File: config.mk
export PLATFORM = sky130hd
export DESIGN_NAME = fsk_encoder
export DESIGN_NICKNAME = d
export VERILOG_FILES = /design/src/rtl/fsk_pkg.sv /design/src/rtl/code_sep.sv /design/src/rtl/fsk_encoder.sv
export SDC_FILE = /design/constraint.sdc
export NUM_CORES = 1
export LEC_CHECK = 0
export BUFFER_PORTS_ARGS = -buffer_cell sky130_fd_sc_hd__buf_2
export CORE_MARGIN = 1
export CORE_UTILIZATION = 57
export CTS_CLUSTER_DIAMETER = 30
export DETAILED_ROUTE_END_ITERATION = 10
export PLACE_DENSITY = 0.74
export SLEW_MARGIN = 15
export SYNTH_ARGS = -nofsm -noshare
export SYNTH_HDL_FRONTEND = slang
export SYNTH_SLANG_ARGS = --single-unit
File: constraint.sdc
create_clock -name quickclk -period 1.9 [get_ports quickclk]
set_clock_uncertainty 0.2 [all_clocks]
set_input_delay 0.38 -clock quickclk [delete_from_list [all_inputs] [get_ports quickclk]]
set_output_delay 0.38 -clock quickclk [all_outputs]
set_load 0.03 [all_outputs]
File: src/rtl/fsk_pkg.sv
`default_nettype none
// ============================================================================
//  Module      : fsk_pkg
//  Description : Shared types and constants for the FSK encoder. Holds the
//                frame FSM state type, the frame lengths for the raw and
//                Hamming(15,11) formats, the default timing constants and
//                the Hamming encoder used when FSK_HAMMING_EN is defined.
//  Revision    : 1.0 - initial release
// ============================================================================
package fsk_pkg;

    typedef enum logic [0:0] {
        IDLE = 1'b0,
        SEND = 1'b1
    } state_t;

    localparam int FRAME_LEN_HAM = 15;
    localparam int FRAME_LEN_RAW = 11;

    localparam int DEF_BIT_CYCLES   = 64;
    localparam int DEF_F0_HALF      = 8;
    localparam int DEF_F1_HALF      = 4;
    localparam int DEF_CLK_DIV_HALF = 1024;

    // Even-parity Hamming(15,11). Result bit 14 is codeword position 1
    // (sent first), bit 0 is position 15 (sent last).
    function automatic logic [14:0] hamming_encode(input logic [10:0] d);
        logic [15:1] cw;
        cw        = '0;
        cw[3]     = d[0];
        cw[5]     = d[1];
        cw[6]     = d[2];
        cw[7]     = d[3];
        cw[15:9]  = d[10:4];
        cw[1]     = cw[3] ^ cw[5] ^ cw[7] ^ cw[9] ^ cw[11] ^ cw[13] ^ cw[15];
        cw[2]     = cw[3] ^ cw[6] ^ cw[7] ^ cw[10] ^ cw[11] ^ cw[14] ^ cw[15];
        cw[4]     = cw[5] ^ cw[6] ^ cw[7] ^ cw[12] ^ cw[13] ^ cw[14] ^ cw[15];
        cw[8]     = cw[9] ^ cw[10] ^ cw[11] ^ cw[12] ^ cw[13] ^ cw[14] ^ cw[15];
        return {cw[1], cw[2], cw[3], cw[4], cw[5], cw[6], cw[7], cw[8],
                cw[9], cw[10], cw[11], cw[12], cw[13], cw[14], cw[15]};
    endfunction

endpackage : fsk_pkg
`default_nettype wire

File: src/rtl/code_sep.sv
`default_nettype none
// ============================================================================
//  Module      : code_sep
//  Description : Frame sequencer. Detects a rising edge of send while idle,
//                latches the data word (Hamming encoded when FSK_HAMMING_EN
//                is defined), then shifts it out MSB-first, one bit every
//                BIT_CYCLES clocks.
//  Macro       : FSK_HAMMING_EN - send 15-bit Hamming codeword instead of
//                the 11 raw bits.
//  Ports       : clk        - clock, rising edge
//                reset      - asynchronous active-low reset
//                code       - data word, latched on frame start
//                send       - frame request, rising edge sensitive
//                codeout    - current serial bit (0 when idle)
//                sending    - high for the whole frame
//                bit_start  - a new bit begins on the next cycle
//                frame_done - the frame ends on this clock edge
//  Revision    : 1.0 - initial release
// ============================================================================
module code_sep
    import fsk_pkg::*;
#(
    parameter int BIT_CYCLES = DEF_BIT_CYCLES
) (
    input  logic        clk,
    input  logic        reset,
    input  logic [10:0] code,
    input  logic        send,
    output logic        codeout,
    output logic        sending,
    output logic        bit_start,
    output logic        frame_done
);

`ifdef FSK_HAMMING_EN
    localparam int FRAME_LEN = FRAME_LEN_HAM;
`else
    localparam int FRAME_LEN = FRAME_LEN_RAW;
`endif

    localparam int              BW       = (BIT_CYCLES > 1) ? $clog2(BIT_CYCLES) : 1;
    localparam logic [BW-1:0]   BIT_LAST = BW'(BIT_CYCLES - 1);
    localparam logic [3:0]      IDX_LAST = 4'(FRAME_LEN - 1);

    state_t         state;
    logic           send_r;
    logic           send_armed;
    logic [14:0]    shreg;
    logic [BW-1:0]  bit_cnt;
    logic [3:0]     bit_idx;
    logic [14:0]    load_word;
    logic           accept;
    logic           bit_end;
    logic           last_bit;

    // Frame is left-aligned so the first bit to send is always bit 14.
`ifdef FSK_HAMMING_EN
    assign load_word = hamming_encode(code);
`else
    assign load_word = {code, 4'b0000};
`endif

    // send_armed blocks the first cycle after reset: that cycle only records
    // the level of send, so a send held high through reset is not an edge.
    assign accept     = (state == IDLE) && send_armed && send && !send_r;
    assign bit_end    = (state == SEND) && (bit_cnt == BIT_LAST);
    assign last_bit   = (bit_idx == IDX_LAST);
    assign bit_start  = accept || (bit_end && !last_bit);
    assign frame_done = bit_end && last_bit;

    always_ff @(posedge clk or negedge reset) begin
        if (!reset) begin
            state      <= IDLE;
            send_r     <= 1'b0;
            send_armed <= 1'b0;
            shreg      <= '0;
            bit_cnt    <= '0;
            bit_idx    <= '0;
            codeout    <= 1'b0;
            sending    <= 1'b0;
        end else begin
            // Edges seen while sending are consumed here and never queued.
            send_r     <= send;
            send_armed <= 1'b1;
            case (state)
                IDLE: begin
                    if (accept) begin
                        state   <= SEND;
                        codeout <= load_word[14];
                        shreg   <= {load_word[13:0], 1'b0};
                        bit_cnt <= '0;
                        bit_idx <= '0;
                        sending <= 1'b1;
                    end
                end
                SEND: begin
                    if (bit_end) begin
                        bit_cnt <= '0;
                        if (last_bit) begin
                            state   <= IDLE;
                            codeout <= 1'b0;
                            sending <= 1'b0;
                            bit_idx <= '0;
                        end else begin
                            bit_idx <= bit_idx + 4'd1;
                            codeout <= shreg[14];
                            shreg   <= {shreg[13:0], 1'b0};
                        end
                    end else begin
                        bit_cnt <= bit_cnt + 1'b1;
                    end
                end
                default: state <= IDLE;
            endcase
        end
    end

endmodule : code_sep
`default_nettype wire

File: src/rtl/fsk_encoder.sv
`default_nettype none
// ============================================================================
//  Module      : fsk_encoder
//  Description : Serial FSK transmitter. Sends an 11-bit word (or its
//                Hamming(15,11) codeword) as a burst of tones: each bit lasts
//                BIT_CYCLES clocks, a 1 toggles the line every F1_HALF clocks,
//                a 0 every F0_HALF clocks. Also provides a free-running
//                divided clock for the upstream word source.
//  Macro       : FSK_HAMMING_EN - transmit the Hamming(15,11) codeword.
//  Ports       : quickclk - sole clock, rising edge
//                reset    - asynchronous active-low reset
//                code     - 11-bit data word
//                send     - frame request, rising edge sensitive
//                outclk   - quickclk / (2*CLK_DIV_HALF), 50% duty
//                codeout  - current serial bit
//                sending  - high while a frame is in progress
//                fsk_out  - modulated line output
//  Revision    : 1.0 - initial release
// ============================================================================
module fsk_encoder
    import fsk_pkg::*;
#(
    parameter int BIT_CYCLES   = DEF_BIT_CYCLES,
    parameter int F0_HALF      = DEF_F0_HALF,
    parameter int F1_HALF      = DEF_F1_HALF,
    parameter int CLK_DIV_HALF = DEF_CLK_DIV_HALF
) (
    input  logic        quickclk,
    input  logic        reset,
    input  logic [10:0] code,
    input  logic        send,
    output logic        outclk,
    output logic        codeout,
    output logic        sending,
    output logic        fsk_out
);

    localparam int              DW       = (CLK_DIV_HALF > 1) ? $clog2(CLK_DIV_HALF) : 1;
    localparam int              TMAX     = (F0_HALF > F1_HALF) ? F0_HALF : F1_HALF;
    localparam int              TW       = (TMAX > 1) ? $clog2(TMAX) : 1;
    localparam logic [DW-1:0]   DIV_LAST = DW'(CLK_DIV_HALF - 1);
    localparam logic [TW-1:0]   F0_LAST  = TW'(F0_HALF - 1);
    localparam logic [TW-1:0]   F1_LAST  = TW'(F1_HALF - 1);

    logic [DW-1:0]  div_cnt;
    logic [TW-1:0]  tone_cnt;
    logic [TW-1:0]  tone_last;
    logic           bit_start;
    logic           frame_done;

    code_sep #(
        .BIT_CYCLES (BIT_CYCLES)
    ) u_code_sep (
        .clk        (quickclk),
        .reset      (reset),
        .code       (code),
        .send       (send),
        .codeout    (codeout),
        .sending    (sending),
        .bit_start  (bit_start),
        .frame_done (frame_done)
    );

    // Free-running divider, unaffected by frame activity.
    always_ff @(posedge quickclk or negedge reset) begin
        if (!reset) begin
            div_cnt <= '0;
            outclk  <= 1'b0;
        end else if (div_cnt == DIV_LAST) begin
            div_cnt <= '0;
            outclk  <= ~outclk;
        end else begin
            div_cnt <= div_cnt + 1'b1;
        end
    end

    // codeout is the bit currently on the line, so it selects the tone.
    assign tone_last = codeout ? F1_LAST : F0_LAST;

    // Tone restarts high in the first cycle of every bit.
    always_ff @(posedge quickclk or negedge reset) begin
        if (!reset) begin
            tone_cnt <= '0;
            fsk_out  <= 1'b0;
        end else if (bit_start) begin
            tone_cnt <= '0;
            fsk_out  <= 1'b1;
        end else if (frame_done || !sending) begin
            tone_cnt <= '0;
            fsk_out  <= 1'b0;
        end else if (tone_cnt == tone_last) begin
            tone_cnt <= '0;
            fsk_out  <= ~fsk_out;
        end else begin
            tone_cnt <= tone_cnt + 1'b1;
        end
    end

endmodule : fsk_encoder
`default_nettype wire

==> results of run 1 <==
[logic make-up after synthesis]
| group | synth area share |
|---|---|
| flops | 0.545 |
| xor+xnor | 0.0525 |
| fa+ha+maj | 0.0341 |
| simple gates | 0.173 |
| mux | 0.0600 |
| compound gates | 0.102 |
| other cells | 0.00204 |
| buf+inv | 0.0314 |
[state kept, by name, indices dropped and copies added (netlist names), 3 cells and up]
signal / cells
u_code_sep.bit_cnt: 6
u_code_sep.shreg: 10
div_cnt: 10
tone_cnt: 3
u_code_sep.bit_idx: 4
[per-layer routing]
metal | part of all wire | vias to the layer above | track usage
met2 | 0.46 | 38 | 0.321
met4 | 0.016 | 0 | 0.116
li1 | - | 654 | -
met3 | 0.053 | 7 | 0.0725
met1 | 0.47 | 642 | 0.310
met5 | 0 | - | 0
[layout make-up]
type                            count  area, µm²  share of cell area
Sequential cell                    40       1000               0.486
Multi-Input combinational cell    125        785               0.381
Timing Repair Buffer               23        148              0.0716
Tap cell                           44       55.1              0.0267
Clock buffer                        6       41.3              0.0200
Inverter                            7       26.3              0.0128
Clock inverter                      1       5.00             0.00243
[cells in the mapped netlist, types with 2 or more instances]
cell type,count
o21a_1,2
xor2_1,6
o21ai_0,13
nand3_1,11
mux2i_1,11
buf_2,4
xnor2_1,5
dfrtp_1,40
a21oi_1,3
nor3b_1,2
or3_1,3
and2_1,2
nand2_1,24
o21ai_1,9
nand4_1,2
ha_1,5
nor2_1,10
inv_1,7
and3_1,4
[timing repair]
item	CTS	global route
resized for setup	0	1
hold endpoints to repair	41	0
endpoints found under the setup margin	0	1
hold buffers	2	0
setup buffers	0	0
[final timing paths]
kind                                         end  slack, ns  cells past startpoint             startpoint
min in group asynchronous  u_code_sep.bit_idx[2]       0.31                      3                  reset
max in group asynchronous  u_code_sep.bit_cnt[3]       0.98                      3                  reset
setup reg to reg           u_code_sep.bit_idx[3]       0.15                      5  u_code_sep.bit_cnt[0]
hold / removal               u_code_sep.shreg[5]       0.08                      2                code[0]
setup / recovery           u_code_sep.bit_idx[3]       0.06                      6                   send
hold reg to reg                      tone_cnt[0]       0.26                      1            tone_cnt[0]
[power by group]
| part | switching (mW) | leakage [nW] | internal, mW | total, mW |
|---|---|---|---|---|
| sequential | 0.00147 | 0.525 | 0.853 | 0.854 |
| combinational | 0.0220 | 0.455 | 0.0172 | 0.0393 |
| clock | 0.254 | 0.0281 | 0.136 | 0.391 |
| total | 0.278 | 1.01 | 1.01 | 1.28 |
[stage by stage]
| step | instances | TNS (ns) |
|---|---|---|
| 2_1_floorplan | 177 | 0 |
| 3_3_place_gp | 237 | 0 |
| 3_5_place_dp | 237 | 0 |
| 4_1_cts | 246 | 0 |
| 5_1_grt | 246 | -0.00467 |
| 6_report | 246 | 0 |
==> flow_metrics.tcl, run 1 <==
set metrics [dict create \
    syn_area_per_cell_um2 10.4 \
    placeableCoreArea_um2 3050 \
    ys.flop_type "dfrtp_1" \
    final_cell_mix "40 x dfrtp_1, 24 x nand2_1, 17 x buf_2" \
    floorplan.initialDensity 0.601 \
    fillers 256 \
    diodes 0 \
    max_freq_mhz 542 \
    critPathCaptureType "flop" \
    setup_viol 0 \
    track_usage 0.226 \
    hp-class "in -> reg" \
    path_buf_inv 2 \
    hold_viol 0 \
    insertion_delay_ns 0.34 \
    die_x_um 58.7 \
    critPathLaunchType "input port" \
    clock_path_buffers 2 \
    drtAntennaViolNets 0 \
    grt-ovfl-total 0 \
    timing.final.crit_period_ns 1.84 \
    layout-drive-gt1-share 0.149 \
    syn2layout_area_growth_pct 12.3 \
    avgRoutedWirePerCell_um 13.4 \
    path_delay_family "simple AND/OR/NAND/NOR gates" \
    rows 20 \
    vias 1341 \
    yosys.area.top_type "dfrtp_1" \
    slowest_delay_ns 0.52 \
    finalPower_mw 1.28 \
    slowest_stage "dlygate4sd3_1" \
    cts_tree "built" \
    dr.pass1.iters 4 \
    synth_warnings 0 \
    via_per_inst 5.45 \
    maxSlewViolCount 0 \
    grt_pass1_wl_um 5690 \
    clock_sinks 40 \
    pin_count 18 \
    dp_hpwl_um 2320 \
    gp_congestion 0.825 \
    power_leakage_nw 1.01 \
    setup_slack_ns 0.0550 \
    ys_seq_area_frac 0.545 \
    die_area_um2 3450 \
    status "complete, no violations" \
    post-place-ws_ns 0.119 \
    synth-edff-count 0 \
    synthCells 177 \
    grt_antenna_before_repair 0 \
    synthArstFlopShare 1.00 \
    drc 0 \
    netlist_area_um2 1840 \
    period_share 0.971 \
    cap_violations 0 \
    powerDensity_nw_per_um2 623 \
    synthTopCellsByArea "dfrtp_1 55%, mux2i_1 6.0%, nand2_1 4.9%" \
    clk_pin_slew_ns 0.11 \
    synth_nets 196 \
    ir_drop_mv 0.396 \
    htree_num_levels 2 \
    yosysUniqueCellTypes 33 \
    root_buffer "clkbuf_4" \
    placed_area_um2 1990 \
    grt_max_degree 41 \
    critPathArrivalTime_ns 1.93 \
    ys_seq_elements 40 \
    final_common_cell "dfrtp_1" \
    routed_wl_um 3290 \
    fp.dieH_um 58.7 \
    hold_slack_ns 0.0849 \
    required_ns 1.98 \
    finalInstanceArea_um2 2060 \
    drt-initial-drc-count 42 \
    nets 221 \
    worst-setup-path-type "in -> reg" \
    cts_buffers 5 \
    critPathMaxFanout 9 \
    cp_cell_sequence "dlygate4sd3_1 -> buf_2 -> and4bb_2 -> a21oi_4 -> or3_1 -> a21oi_1" \
    yosysTopAreaCellShare 0.545 \
    grt_pass1_vias 1273 \
    portBuffers 17 \
    utilization 0.675 \
]
Power figures use the tool's default switching activity.
==> run 2, diff against run 1 <==
--- a/config.mk
+++ b/config.mk
@@ -10,6 +10,7 @@
 export CORE_UTILIZATION = 57
 export CTS_CLUSTER_DIAMETER = 30
 export DETAILED_ROUTE_END_ITERATION = 10
+export MAX_ROUTING_LAYER = met4
 export PLACE_DENSITY = 0.74
 export SLEW_MARGIN = 15
 export SYNTH_ARGS = -nofsm -noshare
==> flow_metrics.tcl, run 2 (synthesis gave the netlist of run 1 again) <==
set metrics [dict create \
    nets 221 \
    pin_count 18 \
    max_freq_mhz 539 \
    placeableCoreArea_um2 3050 \
    dp_hpwl_um 2320 \
    drtAntennaViolNets 0 \
    status "complete, no violations" \
    power_leakage_nw 1.01 \
    vias 1347 \
    slowest_delay_ns 0.52 \
    rows 20 \
    critPathLaunchType "input port" \
    pwr-share-clk 0.301 \
    final_cells 246 \
    reg2reg_depth 5 \
    drt-initial-drc-count 39 \
    insertion_delay_ns 0.34 \
    grt_antenna_before_repair 0 \
    via_per_inst 5.48 \
    p_int_mw 1.01 \
    hp-class "in -> reg" \
    portBuffers 17 \
    final_common_cell "dfrtp_1" \
    top_regs "div_cnt x10, u_code_sep.shreg x10, u_code_sep.bit_cnt x6" \
    maxSlewViolCount 0 \
    utilization 0.675 \
    rsz0062_at_grt "no" \
    cts_buffers 5 \
    slowest_stage "dlygate4sd3_1" \
    setup_slack_ns 0.0462 \
    finalInstanceArea_um2 2060 \
    diodes 0 \
    timing.final.crit_period_ns 1.85 \
    layout-drive-gt1-share 0.149 \
    die_area_um2 3450 \
    cp.depth 6 \
    root_buffer "clkbuf_4" \
    whs_path_depth 2 \
    powerDensity_nw_per_um2 620 \
    dr.pass1.iters 4 \
    ff2ff_setup_slack_ns 0.15 \
    grt_pass1_vias 1278 \
    switchingPower_mw 0.271 \
    period_share 0.976 \
    worst-setup-path-type "in -> reg" \
    clock_path_buffers 2 \
    drc 0 \
    path_delay_family "simple AND/OR/NAND/NOR gates" \
    p_sw_frac 0.212 \
    placed_area_um2 1990 \
    required_ns 1.97 \
    setup_viol 0 \
    track_usage 0.234 \
    postCtsSetupRepairBufs 0 \
    path_buf_inv 2 \
    ir_drop_mv 0.388 \
    hold_viol 0 \
    setup_tns_ns 0 \
    die_x_um 58.7 \
    critPathMaxFanout 9 \
    cts_tree "built" \
    avgRoutedWirePerCell_um 13.3 \
    grt_max_degree 41 \
    cap_violations 0 \
    floorplan.initialDensity 0.601 \
    final_cell_mix "40 x dfrtp_1, 24 x nand2_1, 17 x buf_2" \
    critPathCaptureType "flop" \
    gp_congestion 0.837 \
    grt_pass1_wl_um 5690 \
    clk_pin_slew_ns 0.11 \
    dp.cells 237 \
    fp.dieH_um 58.7 \
    grt-ovfl-total 0 \
    htree_num_levels 2 \
    routed_wl_um 3280 \
    critPathArrivalTime_ns 1.93 \
    syn2layout_area_growth_pct 12.3 \
    post-place-ws_ns 0.119 \
    clock_sinks 40 \
    seq_power_share 0.669 \
    cp_cell_sequence "dlygate4sd3_1 -> buf_2 -> and4bb_2 -> a21oi_4 -> or3_1 -> a21oi_1" \
    p_comb_frac 0.031 \
]
==> run 2: cell counts in the layout (fill, tap and decap cells not counted) <==
Identical to the previous run, type by type.
==> run 2: layout make-up <==
class	count	area [µm²]
timing repair buffer	23	148
clock buffer	6	41.3
multi-input combinational	125	785
tap	44	55.1
fill	256	992
inverter	7	26.3
clock inverter	1	5.00
sequential	40	1000
==> run 2: final timing paths <==
path	start	end
worst max register to register	u_code_sep.bit_cnt[0]	u_code_sep.bit_idx[3]
worst max-delay path	send	u_code_sep.bit_idx[3]
min in group asynchronous	reset	u_code_sep.bit_idx[2]
max in group asynchronous	reset	u_code_sep.bit_cnt[3]
worst min register to register	tone_cnt[0]	tone_cnt[0]
worst min-delay path	code[0]	u_code_sep.shreg[5]
==> run 2: metal layers <==
metal,GRT usage,vias to the layer above,wire length (µm)
li1,-,654,-
met1,0.310,643,1560
met2,0.321,45,1510
met3,0.0725,5,161
met4,0.126,0,53
met5,-,-,0
==> run 2: power by group through the flow <==
stage	Clock (mW)	Sequential, mW	Combinational, mW
finish	0.384	0.854	0.0392
global route	0.432	0.855	0.0458
CTS	0.405	0.854	0.0406
detailed placement	0	0.871	0.0371
global placement	0	0.871	0.0368
floorplan	0	0.871	0.00147
==> run 2: per-stage QoR <==
stage | hold WS, ns | power (mW)
after global routing | 0.0952 | 1.33
after detailed placement | 0.160 | 0.908
after global placement | 0.162 | 0.908
final | 0.0930 | 1.28
after CTS | 0.0794 | 1.30
after floorplan | -0.116 | 0.872
==> run 2: repair_timing <==
action,4_1_cts,5_1_grt
endpoints found under the setup margin,0,1
gates resized for setup,0,1
hold buffers,2,0
endpoints found under the hold margin,41,0
==> run 3, diff against run 2 <==
--- a/config.mk
+++ b/config.mk
@@ -12,6 +12,7 @@
 export DETAILED_ROUTE_END_ITERATION = 10
 export MAX_ROUTING_LAYER = met4
 export PLACE_DENSITY = 0.74
+export RECOVER_POWER = 100
 export SLEW_MARGIN = 15
 export SYNTH_ARGS = -nofsm -noshare
 export SYNTH_HDL_FRONTEND = slang
==> constraint.sdc (replaced) <==
create_clock -name quickclk -period 2.1 [get_ports quickclk]
set_clock_uncertainty 0.2 [all_clocks]
set_input_delay 0.42 -clock quickclk [delete_from_list [all_inputs] [get_ports quickclk]]
set_output_delay 0.42 -clock quickclk [all_outputs]
set_load 0.03 [all_outputs]
==> flow_metrics.tcl, run 3 (synthesis gave the netlist of run 1 again) <==
set metrics [dict create \
    final_common_cell "dfrtp_1" \
    die_x_um 58.7 \
    cts_tree "built" \
    met2_length_um 1560 \
    period_share 0.855 \
    status "complete, no violations" \
    timing.final.crit_period_ns 1.80 \
    powerDensity_nw_per_um2 634 \
    via_per_inst 5.46 \
    cts_buffers 5 \
    cap_violations 0 \
    slowest_delay_ns 0.42 \
    ir_drop_mv 0.446 \
    dp_hpwl_um 2460 \
    track_usage 0.237 \
    met3_length_um 149 \
    p_int_mw 1.03 \
    rows 20 \
    placeableCoreArea_um2 3050 \
    clock_sinks 40 \
    grt-ovfl-total 0 \
    routed_wl_um 3300 \
    nets 220 \
    hold_slack_ns 0.0344 \
    power_leakage_nw 0.994 \
    final_cell_mix "40 x dfrtp_1, 24 x nand2_1, 22 x o21ai_0" \
    die_area_um2 3450 \
    p_comb_frac 0.026 \
    setup_tns_ns 0 \
    pin_count 18 \
    top_regs "div_cnt x10, u_code_sep.shreg x10, u_code_sep.bit_cnt x6" \
    setup_viol 0 \
    worst-setup-path-type "reg -> reg" \
    hp-class "in -> reg" \
    floorplan.initialDensity 0.601 \
    cp_cell_sequence "ha_1 -> and4_1 -> a21oi_2 -> nand2_1 -> nor3b_1" \
    grt_pass1_wl_um 5820 \
    finalPower_mw 1.31 \
    seq_power_share 0.591 \
    gp_congestion 0.863 \
    routed.top_layer "met4" \
    drt-initial-drc-count 43 \
    slowest_stage "dfrtp_1" \
    layout-drive-gt1-share 0.124 \
    syn2layout_area_growth_pct 12.6 \
    grt_pass1_vias 1318 \
    final_cells 246 \
    grt_antenna_before_repair 0 \
    root_buffer "clkbuf_4" \
    vias 1344 \
    fp.dieH_um 58.7 \
    insertion_delay_ns 0.35 \
    rsz0062_at_grt "no" \
    critPathCaptureType "flop" \
    cts_resized 0 \
    postCtsSetupRepairBufs 0 \
    relSlewSlack 0.239 \
    tightest_slew_ns 1.14 \
    grt_max_degree 23 \
    clock_path_buffers 2 \
    max_freq_mhz 557 \
    drt-met1-wl_um 1530 \
    p_sw_frac 0.211 \
    drtAntennaViolNets 0 \
    htree_num_levels 2 \
    dp.cells 237 \
    hold_viol 0 \
    critPathMaxFanout 9 \
    critPathArrivalTime_ns 1.87 \
    drc 0 \
    critPathLaunchType "flop" \
    avgRoutedWirePerCell_um 13.4 \
    utilization 0.677 \
    portBuffers 17 \
    diodes 0 \
    pwr-share-clk 0.383 \
    required_ns 2.17 \
    maxSlewViolCount 0 \
    clk_pin_slew_ns 0.12 \
    dr.pass1.iters 4 \
    switchingPower_mw 0.276 \
]
==> run 3: path summary, 6_finish.rpt <==
| check | startpoint | to | slack, ns | cells after the start |
|---|---|---|---|---|
| max | u_code_sep.bit_cnt[0] | tone_cnt[0] | 0.30 | 5 |
| min | send | u_code_sep.send_r | 0.03 | 1 |
| max reg2reg | u_code_sep.bit_cnt[0] | tone_cnt[0] | 0.30 | 5 |
| min reg2reg | tone_cnt[0] | tone_cnt[0] | 0.26 | 1 |
| max in group asynchronous | reset | u_code_sep.bit_cnt[2] | 0.41 | 3 |
| min in group asynchronous | reset | u_code_sep.bit_idx[2] | 0.59 | 2 |
==> run 3: final cells by class <==
cell class                      instances  area [µm²]
Sequential cell                        40        1000
Fill cell                             264         986
Multi-Input combinational cell        125         774
Timing Repair Buffer                   22         130
Tap cell                               44        55.1
Clock inverter                          3        42.5
Clock buffer                            5        37.5
Inverter                                7        26.3
==> run 3: worst max-delay path, delay by kind of cell (launching register included) <==
family                     cells  cell delay, ns
adders and majority gates      1            0.25
and+or+nand+nor                3            0.56
DFF                            1            0.42
AOI/OAI and AO/OA              1            0.31
==> run 3: power groups by stage <==
stage | sequential [mW] | clock (mW) | combinational (mW)
after floorplan | 0.788 | 0 | 0.00133
after global placement | 0.788 | 0 | 0.0337
after detailed placement | 0.788 | 0 | 0.0345
after CTS | 0.774 | 0.517 | 0.0362
after global routing | 0.774 | 0.541 | 0.0399
final | 0.774 | 0.502 | 0.0344
==> run 3: timing repair <==
action                                  4_1_cts  5_1_grt
endpoints found under the hold margin        18        0
hold buffers                                  1        0
endpoints found under the setup margin        0        0
==> run 3: metal layers <==
layer | track usage | vias up
met3 | 0.0527 | 7
li1 | - | 653
met2 | 0.367 | 36
met1 | 0.297 | 648
met5 | - | -
met4 | 0.112 | 0
==> run 3: metrics by stage <==
step	worst slack, ns	area, µm²
after floorplan	0.467	1840
after global placement	0.404	1990
after detailed placement	0.332	1990
after CTS	0.319	2080
after global routing	0.167	2070
final	0.304	2070
